### src/rtl/rf_write_scheduler_pkg.sv
// ---------------------------------------------------------------------------
// rf_pkg
// Shared definitions for the register-file write scheduler:
//   DATA_W   - register data width
//   ADDR_W   - register address width
//   NUM_REGS - number of architectural registers (2**ADDR_W)
//   wr_rec_t - one pending register write {addr, data}
// ---------------------------------------------------------------------------
package rf_pkg;

   localparam int DATA_W   = 16;
   localparam int ADDR_W   = 3;
   localparam int NUM_REGS = 1 << ADDR_W;

   typedef struct packed {
      logic [ADDR_W-1:0] addr;
      logic [DATA_W-1:0] data;
   } wr_rec_t;

endpackage

### src/rtl/rf_wr_fifo.sv
// ---------------------------------------------------------------------------
// rf_wr_fifo
// Synchronous FIFO that buffers MD results until the shared write port is free.
// Ports:
//   clk, rst   - clock and synchronous active-high reset (empties the FIFO)
//   push, din  - write one record (ignored while full)
//   pop        - discard the head record (ignored while empty)
//   head       - current head record (valid when !empty)
//   full/empty - occupancy flags, decoded from the registered count
// ---------------------------------------------------------------------------
module rf_wr_fifo
   import rf_pkg::*;
#(
   parameter int BUF_DEPTH = 2
) (
   input  logic    clk,
   input  logic    rst,
   input  logic    push,
   input  wr_rec_t din,
   input  logic    pop,
   output wr_rec_t head,
   output logic    full,
   output logic    empty
);

   localparam int PTR_W = (BUF_DEPTH > 1) ? $clog2(BUF_DEPTH) : 1;

   wr_rec_t          mem [BUF_DEPTH];
   logic [PTR_W-1:0] rd_ptr;
   logic [PTR_W-1:0] wr_ptr;
   logic [PTR_W:0]   count;
   logic             do_push;
   logic             do_pop;

   assign full    = (count == (PTR_W+1)'(BUF_DEPTH));
   assign empty   = (count == '0);
   assign do_push = push & ~full;
   assign do_pop  = pop & ~empty;
   assign head    = mem[rd_ptr];

   // Pointers wrap naturally because BUF_DEPTH is a power of two.
   always_ff @(posedge clk) begin
      if (rst) begin
         rd_ptr <= '0;
         wr_ptr <= '0;
         count  <= '0;
      end else begin
         if (do_push) wr_ptr <= wr_ptr + 1'b1;
         if (do_pop)  rd_ptr <= rd_ptr + 1'b1;
         case ({do_push, do_pop})
            2'b10:   count <= count + 1'b1;
            2'b01:   count <= count - 1'b1;
            default: count <= count;
         endcase
      end
   end

   // Storage carries data only, so it is left out of reset.
   always_ff @(posedge clk) begin
      if (do_push) mem[wr_ptr] <= din;
   end

endmodule

### src/rtl/rf_write_scheduler.sv
// ---------------------------------------------------------------------------
// rf_write_scheduler
// Owns the single reg_file write port and shares it between the in-order
// writeback stage (WB, always wins) and buffered multiply/divide results (MD).
// Keeps a per-register pending scoreboard for decode hazard stalls, a sticky
// protocol-violation flag, and a starvation counter that freezes WB when the
// MD buffer stays full.
// Ports:
//   clk, rst                     - clock, synchronous active-high reset
//   wb_we/wb_addr/wb_data        - WB write request
//   md_issue/md_issue_addr       - MD issue, reserves destination register
//   md_valid/md_addr/md_data     - MD result; accepted when md_ready
//   md_ready                     - MD buffer not full
//   id_rs/id_rt, hazard_stall    - decode operands and resulting stall
//   wb_hold                      - WB freeze request (starvation relief)
//   RegWrite/WriteRegister/WriteData - registered reg_file write port
//   pending                      - scoreboard vector
//   waw_err                      - sticky protocol-violation flag
// ---------------------------------------------------------------------------
module rf_write_scheduler
   import rf_pkg::*;
#(
   parameter int BUF_DEPTH  = 2,
   parameter int STARVE_LIM = 4
) (
   input  logic                clk,
   input  logic                rst,
   input  logic                wb_we,
   input  logic [ADDR_W-1:0]   wb_addr,
   input  logic [DATA_W-1:0]   wb_data,
   input  logic                md_issue,
   input  logic [ADDR_W-1:0]   md_issue_addr,
   input  logic                md_valid,
   input  logic [ADDR_W-1:0]   md_addr,
   input  logic [DATA_W-1:0]   md_data,
   output logic                md_ready,
   input  logic [ADDR_W-1:0]   id_rs,
   input  logic [ADDR_W-1:0]   id_rt,
   output logic                hazard_stall,
   output logic                wb_hold,
   output logic                RegWrite,
   output logic [ADDR_W-1:0]   WriteRegister,
   output logic [DATA_W-1:0]   WriteData,
   output logic [NUM_REGS-1:0] pending,
   output logic                waw_err
);

   localparam int CNT_W = $clog2(STARVE_LIM + 1);

   logic              fifo_full;
   logic              fifo_empty;
   wr_rec_t           fifo_head;
   wr_rec_t           md_rec;
   logic              accept;
   logic              drain;

   logic              win_we;
   wr_rec_t           win_rec;
   logic [NUM_REGS-1:0] set_vec;
   logic [NUM_REGS-1:0] clr_vec;
   logic [NUM_REGS-1:0] pending_next;
   logic              err_now;
   logic [CNT_W-1:0]  starve_cnt;
   logic [CNT_W-1:0]  starve_next;

   // md_ready comes from the registered full flag only, so a full buffer never
   // accepts even if it drains at the same edge.
   assign md_ready = ~fifo_full;
   assign accept   = md_valid & ~fifo_full;
   assign drain    = ~wb_we & ~fifo_empty;
   assign md_rec   = '{addr: md_addr, data: md_data};

   rf_wr_fifo #(
      .BUF_DEPTH (BUF_DEPTH)
   ) u_fifo (
      .clk   (clk),
      .rst   (rst),
      .push  (accept),
      .din   (md_rec),
      .pop   (drain),
      .head  (fifo_head),
      .full  (fifo_full),
      .empty (fifo_empty)
   );

   // Register 0 is never marked pending, so it never stalls.
   assign hazard_stall = pending[id_rs] | pending[id_rt];

   // Arbitration and scoreboard next-state
   always_comb begin
      win_we  = 1'b0;
      win_rec = '0;
      set_vec = '0;
      clr_vec = '0;
      err_now = 1'b0;

      if (wb_we) begin
         win_rec = '{addr: wb_addr, data: wb_data};
         win_we  = (wb_addr != '0);
      end else if (drain) begin
         win_rec = fifo_head;
         win_we  = (fifo_head.addr != '0);
         clr_vec[fifo_head.addr] = 1'b1;
      end

      if (md_issue && (md_issue_addr != '0))
         set_vec[md_issue_addr] = 1'b1;

      // A set on the same register as a drain clear takes priority.
      pending_next = (pending & ~clr_vec) | set_vec;

      if (wb_we && pending[wb_addr])
         err_now = 1'b1;
      if (md_issue && pending[md_issue_addr] && !clr_vec[md_issue_addr])
         err_now = 1'b1;
      if (accept && !pending[md_addr])
         err_now = 1'b1;

      if (fifo_full && wb_we)
         starve_next = (starve_cnt == CNT_W'(STARVE_LIM)) ? starve_cnt
                                                         : starve_cnt + 1'b1;
      else
         starve_next = '0;
   end

   // Registered write port, scoreboard, error flag and starvation relief
   always_ff @(posedge clk) begin
      if (rst) begin
         RegWrite      <= 1'b0;
         WriteRegister <= '0;
         WriteData     <= '0;
         pending       <= '0;
         waw_err       <= 1'b0;
         starve_cnt    <= '0;
         wb_hold       <= 1'b0;
      end else begin
         RegWrite      <= win_we;
         WriteRegister <= win_rec.addr;
         WriteData     <= win_rec.data;
         pending       <= pending_next;
         if (err_now) waw_err <= 1'b1;
         starve_cnt    <= starve_next;
         // Hold releases as soon as the buffer frees one slot; WB cannot be
         // writing then, so set and release never coincide.
         if (drain)
            wb_hold <= 1'b0;
         else if (starve_next == CNT_W'(STARVE_LIM))
            wb_hold <= 1'b1;
      end
   end

endmodule

### config.mk
export PLATFORM = sky130hd
export DESIGN_NAME = rf_write_scheduler
export DESIGN_NICKNAME = d
export VERILOG_FILES = /design/src/rtl/rf_write_scheduler_pkg.sv /design/src/rtl/rf_wr_fifo.sv /design/src/rtl/rf_write_scheduler.sv
export SDC_FILE = /design/constraint.sdc
export NUM_CORES = 1
export LEC_CHECK = 0
export ABC_CLOCK_PERIOD_IN_PS = 2500
export BUFFER_PORTS_ARGS = -buffer_cell sky130_fd_sc_hd__buf_4
export CAP_MARGIN = 10
export CELL_PAD_IN_SITES_DETAIL_PLACEMENT = 1
export CELL_PAD_IN_SITES_GLOBAL_PLACEMENT = 2
export CORE_ASPECT_RATIO = 0.8
export CORE_MARGIN = 2
export CORE_UTILIZATION = 34
export DETAILED_ROUTE_END_ITERATION = 10
export PLACE_DENSITY_LB_ADDON = 0.1
export RECOVER_POWER = 25
export SLEW_MARGIN = 10
export SYNTH_ARGS = -nofsm -noshare
export SYNTH_HDL_FRONTEND = slang
export SYNTH_HIERARCHICAL = 1
export SYNTH_SLANG_ARGS = --single-unit
### constraint.sdc
create_clock -name clk -period 2.5 [get_ports clk]
set_input_delay 0.25 -clock clk [delete_from_list [all_inputs] [get_ports clk]]
set_output_delay 0.25 -clock clk [all_outputs]
set_load 0.01 [all_outputs]
-- Word-level counts from Yosys, hierarchy flattened
Memory sizes are Yosys's and may differ from the RTL's. A register that Yosys moved wholly into a read port is not among the register bits.
Cells that the tools add are included.
- $mul: 0
- add/sub/neg operators: 5
- magnitude comparators: 8
- multiplexer cells: 33
- shift-type cells: 0
- divide/modulo/power cells: 0
- equal/unequal tests: 5
- bitwise logic cells: 11
- reductions and logical operators: 16
- operator list (operator ; number):
    19-bit two-way mux ; 2
    3-bit by 4-bit < comparator with 1-bit output (second input constant) ; 6
    8-bit two-way mux ; 3
    1-bit binary-select mux with 3-bit select ; 6
    1-bit two-way mux ; 17
    3-bit nonzero test ; 3
    8-bit bitwise AND ; 1
    1-bit logical AND ; 8
    8-bit NOT ; 1
    8-bit bitwise OR ; 1
    1-bit demux with 3-bit select ; 2
    3-bit equality test (second input constant) ; 2
    3-bit by 1-bit greater-or-equal comparator with 1-bit output (second input constant) ; 2
    3-bit two-way mux ; 2
    1-bit bitwise AND ; 4
    2-bit equality test (second input constant) ; 2
    2-bit case mux with 2 select lines ; 1
    3-bit by 1-bit adder with 3-bit output (second input constant) ; 1
    1-bit NOT ; 3
    1-bit adder (second input constant) ; 2
    2-bit by 1-bit adder with 2-bit output (second input constant) ; 1
    2-bit by 1-bit equality test with 1-bit output (second input constant) ; 1
    1-bit zero test ; 2
    2-bit zero test ; 1
    other kinds (4) ; 4
- input bits: 52
- bits in read-only memories: 0
- word-level logic and storage cells: 89
- latch bits: 0
- bits in writable memories: 38
- bits in registers: 37
- output and inout port bits: 32
- memories: 1
- memory list (name ; depth ; width ; rd ports ; clocked after memory_dff ; write ports ; RTL line ; text):
    u_fifo.mem ; 2 ; 19 ; 1 ; 1 ; 1 ; rf_wr_fifo.sv:28 ; wr_rec_t mem [BUF_DEPTH];

-- Logic depth before layout (Yosys ltp)
- word-level depth: 12
- gate-level depth with buffers: 8

-- Cells and area by module
The synthesis kept the hierarchy.
- by module, submodules not included (module ; area an instance (µm²) ; cells each ; instances):
    rf_write_scheduler ; 1739.2 ; 196 ; 1
    rf_wr_fifo ; 1589.0 ; 85 ; 1

-- Least setup slack after synthesis
No wires, ideal clock.
- kind: register to register
- start point: register u_fifo.count[0]
- end point: memory u_fifo/mem[0][0] (netlist name) (enable)
- cell stages (with the launch flop): 7
- slack: 0.545 ns
- path buffers: 0
- setup time: 0.374 ns
- period minus slack after synthesis: 1.955 ns
- required time: 2.126 ns
- arrival time: 1.581 ns
- cells stage by stage: dfxtp_1 > nand2b_2 > inv_2 > nor2b_1 > inv_1 > or3_1 > inv_1
- word-level cells in the longest chain between the ends: 6
- ends and longest elaborated chain (item ; RTL line ; text):
    start: declaration ; rf_wr_fifo.sv:31 ; logic [PTR_W:0] count;
    start signal: assignment ; rf_wr_fifo.sv:51 ; 2'b10: count <= count + 1'b1;
    start signal: assignment ; rf_wr_fifo.sv:52 ; 2'b01: count <= count - 1'b1;
    start signal: assignment ; rf_wr_fifo.sv:53 ; default: count <= count;
    2-bit equality test ; rf_wr_fifo.sv:35 ; assign full = (count == (PTR_W+1)'(BUF_DEPTH));
    named net fifo_full ; rf_write_scheduler.sv:50 ; logic fifo_full;
    1-bit NOT ; rf_write_scheduler.sv:69 ; assign accept = md_valid & ~fifo_full;
    1-bit bitwise AND ; rf_write_scheduler.sv:69 ;
    named net accept ; rf_write_scheduler.sv:54 ; logic accept;
    1-bit bitwise AND ; rf_wr_fifo.sv:37 ; assign do_push = push & ~full;
    1-bit two-way mux ; rf_wr_fifo.sv:60 ; if (do_push) mem[wr_ptr] <= din;
    1-bit two-way mux (not written as such) ; rf_wr_fifo.sv:60 ;
    end: declaration ; rf_wr_fifo.sv:28 ;
The timed path passes the listed nets, and every way through them passes these cells.

-- Worst setup path after layout
- start point: register u_fifo.count[0]
- end point: memory u_fifo/mem[0][13] (netlist name) (enable)
Same word-level chain as after synthesis.

==> flow_summary.yaml <==
outcome:
  status: "finished clean"
route:
  routed_wl_um: 8350
  via_count: 2429
  dr.first_iter.drc_count: 119
  ant_nets: 0
  wl_per_cell_um: 17.2
  drt_pass1_iterations: 4
  drcViolationCount: 0
  vias_per_cell: 5.00
worst_setup_path:
  cp_cell_sequence: "nand2b_2 -> inv_2 -> nor2b_1 -> inv_1 -> or3_1 -> inv_1 -> buf_4"
  rr_worst_depth: 7
  cpMostUsedCell: "inv_1"
  critPathLaunchType: "flip-flop"
  path_class: "flip-flop to flip-flop"
  slowest_stage: "dfxtp_1"
  crit_arrival_ns: 2.04
  critPathMaxFanout: 19
  cp_num_cells: 7
  cpLargestDelayFamily: "simple AND/OR/NAND/NOR gates"
  crit_buf_inv: 4
  worstPathRequired_ns: 2.51
  end_kind: "flip-flop"
  slowest_delay_ns: 0.43
power_and_ir_drop:
  power_frac_seq_pct: 43.4
  power_switching_mw: 1.02
  pwr-share-clk_pct: 33.7
  intPower_mw: 2.65
  swShare_pct: 27.8
  p_per_area_nw_per_um2: 853
  finalPower_mw: 3.67
  combPwrFrac_pct: 22.9
  vdd_ir_drop_max_mv: 0.418
  leakage_nw: 1.61
placement:
  pre_cts_slack_ns: 0.490
  gp_congestion: 0.744
  dp_hpwl_um: 5720
  dpl_cell_area_um2: 4070
  port-buffer-count: 83
  dp_cells: 470
layout:
  n_antenna_cell: 0
  post-route-cell-area_um2: 4300
  final_cell_mix: "70 x buf_4, 38 x dfxtp_1, 38 x edfxtp_1"
  stdcell_count: 486
  final_common_cell: "buf_4"
  drive_above_1_share_pct: 31.1
  nNetsFinal: 417
  regArea_um2: 1900
  multi_input_area_um2: 1330
  fillCellCount: 1039
  fin_util_pct: 45.0
  area_growth_pct: 29.3
die:
  fp.dieW_um: 115
  pin_count: 84
  die_area_um2: 10600
  fp.dieH_um: 92.5
  coreArea_um2: 9570
  placementRows: 32
  start_util_pct: 34.8
clock_tree:
  post_cts_buffers: 0
  cts-root-buf: "clkbuf_16"
  cts.path.max_buffers: 2
  clk_latency_ns: 0.33
  cts_hold_buf: 0
  ctsHtreeMaxLevel: 3
  cts_tree: "done"
  cts.clk_slew.worst_paths_ns: 0.06
  cts-resized-gates: 0
  cts_made_buffers: 9
  cts.sinks: 76
synth:
  synth_top_family_by_area: "simple AND/OR/NAND/NOR gates"
  synth_xor_area_share_pct: 1.58
  synth_nets: 336
  yosysUniqueCellTypes: 41
  ys_warn_count: 6
  synth.area.top_cells: "edfxtp_1 34%, dfxtp_1 23%, mux4_2 4.7%"
  synth_top_area_cell: "edfxtp_1"
  postSynthCellCount: 281
  synth-seq-area-share_pct: 57.1
  netlist_area_um2: 3330
  synthMuxAreaShare_pct: 13.3
  synth_top_area_share_pct: 34.3
  ys_ff_latch: 76
  synthAdderAreaFrac_pct: 1.13
  syn_area_per_cell_um2: 11.8
  synth_simple_gate_area_share_pct: 14.5
  synth_compound_area_share_pct: 9.29
sta:
  period_share_pct: 81.0
  fin_setup_tns_ns: 0
  tightest_slew_ns: 0.474
  final-setup-viol-count: 0
  hold_viol_final: 0
  min_period_ns: 2.02
  max_freq_ghz: 0.494
  slew_headroom_pct: 68.4
  rsz0062_at_grt: "false"
  finClkSkew_ns: 0.00397
  worst_slack_ns: 0.475
  slew_viol_final: 0
  hold_ws_ns: 0.125
global_route:
  grt_pass1_wl_um: 13700
  gr-total-overflow: 0
  grt_max_degree: 43
  first_global_vias: 2604
  antenna_found_initial: 0
  grt.total_usage_pct: 17.1
hold_path:
  min_path_cells: 1
  hold_class: "primary input to flip-flop"
flow_run:
  max-cap-violations: 0
[logic make-up after synthesis]
group           Yosys count
simple gates             85
xor+xnor                  6
fa+ha+maj                 3
mux                      33
flops                    76
compound gates           53
buf+inv                  25
[state kept, by name, indices dropped and copies added, names as in the netlist, named ones only]
name / cells
waw_err: 1
u_fifo/wr_ptr: 1
WriteData: 16
u_fifo/count: 2
pending: 8
RegWrite: 1
u_fifo/mem: 38
wb_hold: 1
starve_cnt: 3
u_fifo/rd_ptr: 1
WriteRegister: 3
[power by group through the flow]
stage	logic [mW]	registers, mW	clock network, mW
final	0.840	1.59	1.24
after global routing	0.942	1.61	1.32
after CTS	0.864	1.59	1.27
after detailed placement	0.857	1.62	0
after global placement	0.847	1.61	0
after floorplan	0.515	1.61	0
[worst register-to-register path, delay by kind of cell, from the launching register on]
kind,cells,cell delay (ns)
buffers and inverters,4,0.49
AND/OR/NAND/NOR,3,0.80
flip-flops,1,0.43
[cell type report]
cell class	instances	share of cell area, %
clock buffer	9	5.23
timing repair buffer	88	14.3
tap	119	3.46
multi-input combinational	180	30.9
inverter	7	0.611
clock inverter	7	1.34
sequential	76	44.2
[layer usage]
metal	vias up	global-route usage, %	wire (um)
li1	1188	-	-
met1	1173	24.0	4130
met2	61	25.3	3720
met3	7	4.84	419
met4	0	5.49	81
met5	-	0	0
[Yosys cell counts, drive strengths merged]
master  number
or3          3
buf          7
nand4        2
nand2        9
nor3b       21
a41oi        1
nand3b       5
and3         1
a22oi        1
a21oi       30
nor3         2
ha           3
o221ai       1
xnor2        5
nor2b        5
o31ai        3
nand3        6
clkbuf      11
inv          7
o21ai       12
mux2        19
a31oi        1
dfxtp       38
edfxtp      38
a211o        1
xor2         1
mux2i        7
o21a         1
nor2        25
a211oi       1
nand2b       5
nor4b        1
mux4         7
o211ai       1
[worst paths after layout]
check	from	endpoint	slack (ns)
worst min-delay path	md_data[1]	u_fifo/mem[0][1]	0.12
worst max-delay path	u_fifo/count[0]	u_fifo/mem[0][13]	0.48
worst min register to register	wb_hold	wb_hold	0.49
worst max register to register	u_fifo/count[0]	u_fifo/mem[0][13]	0.48
Power figures use the tool's default switching activity.
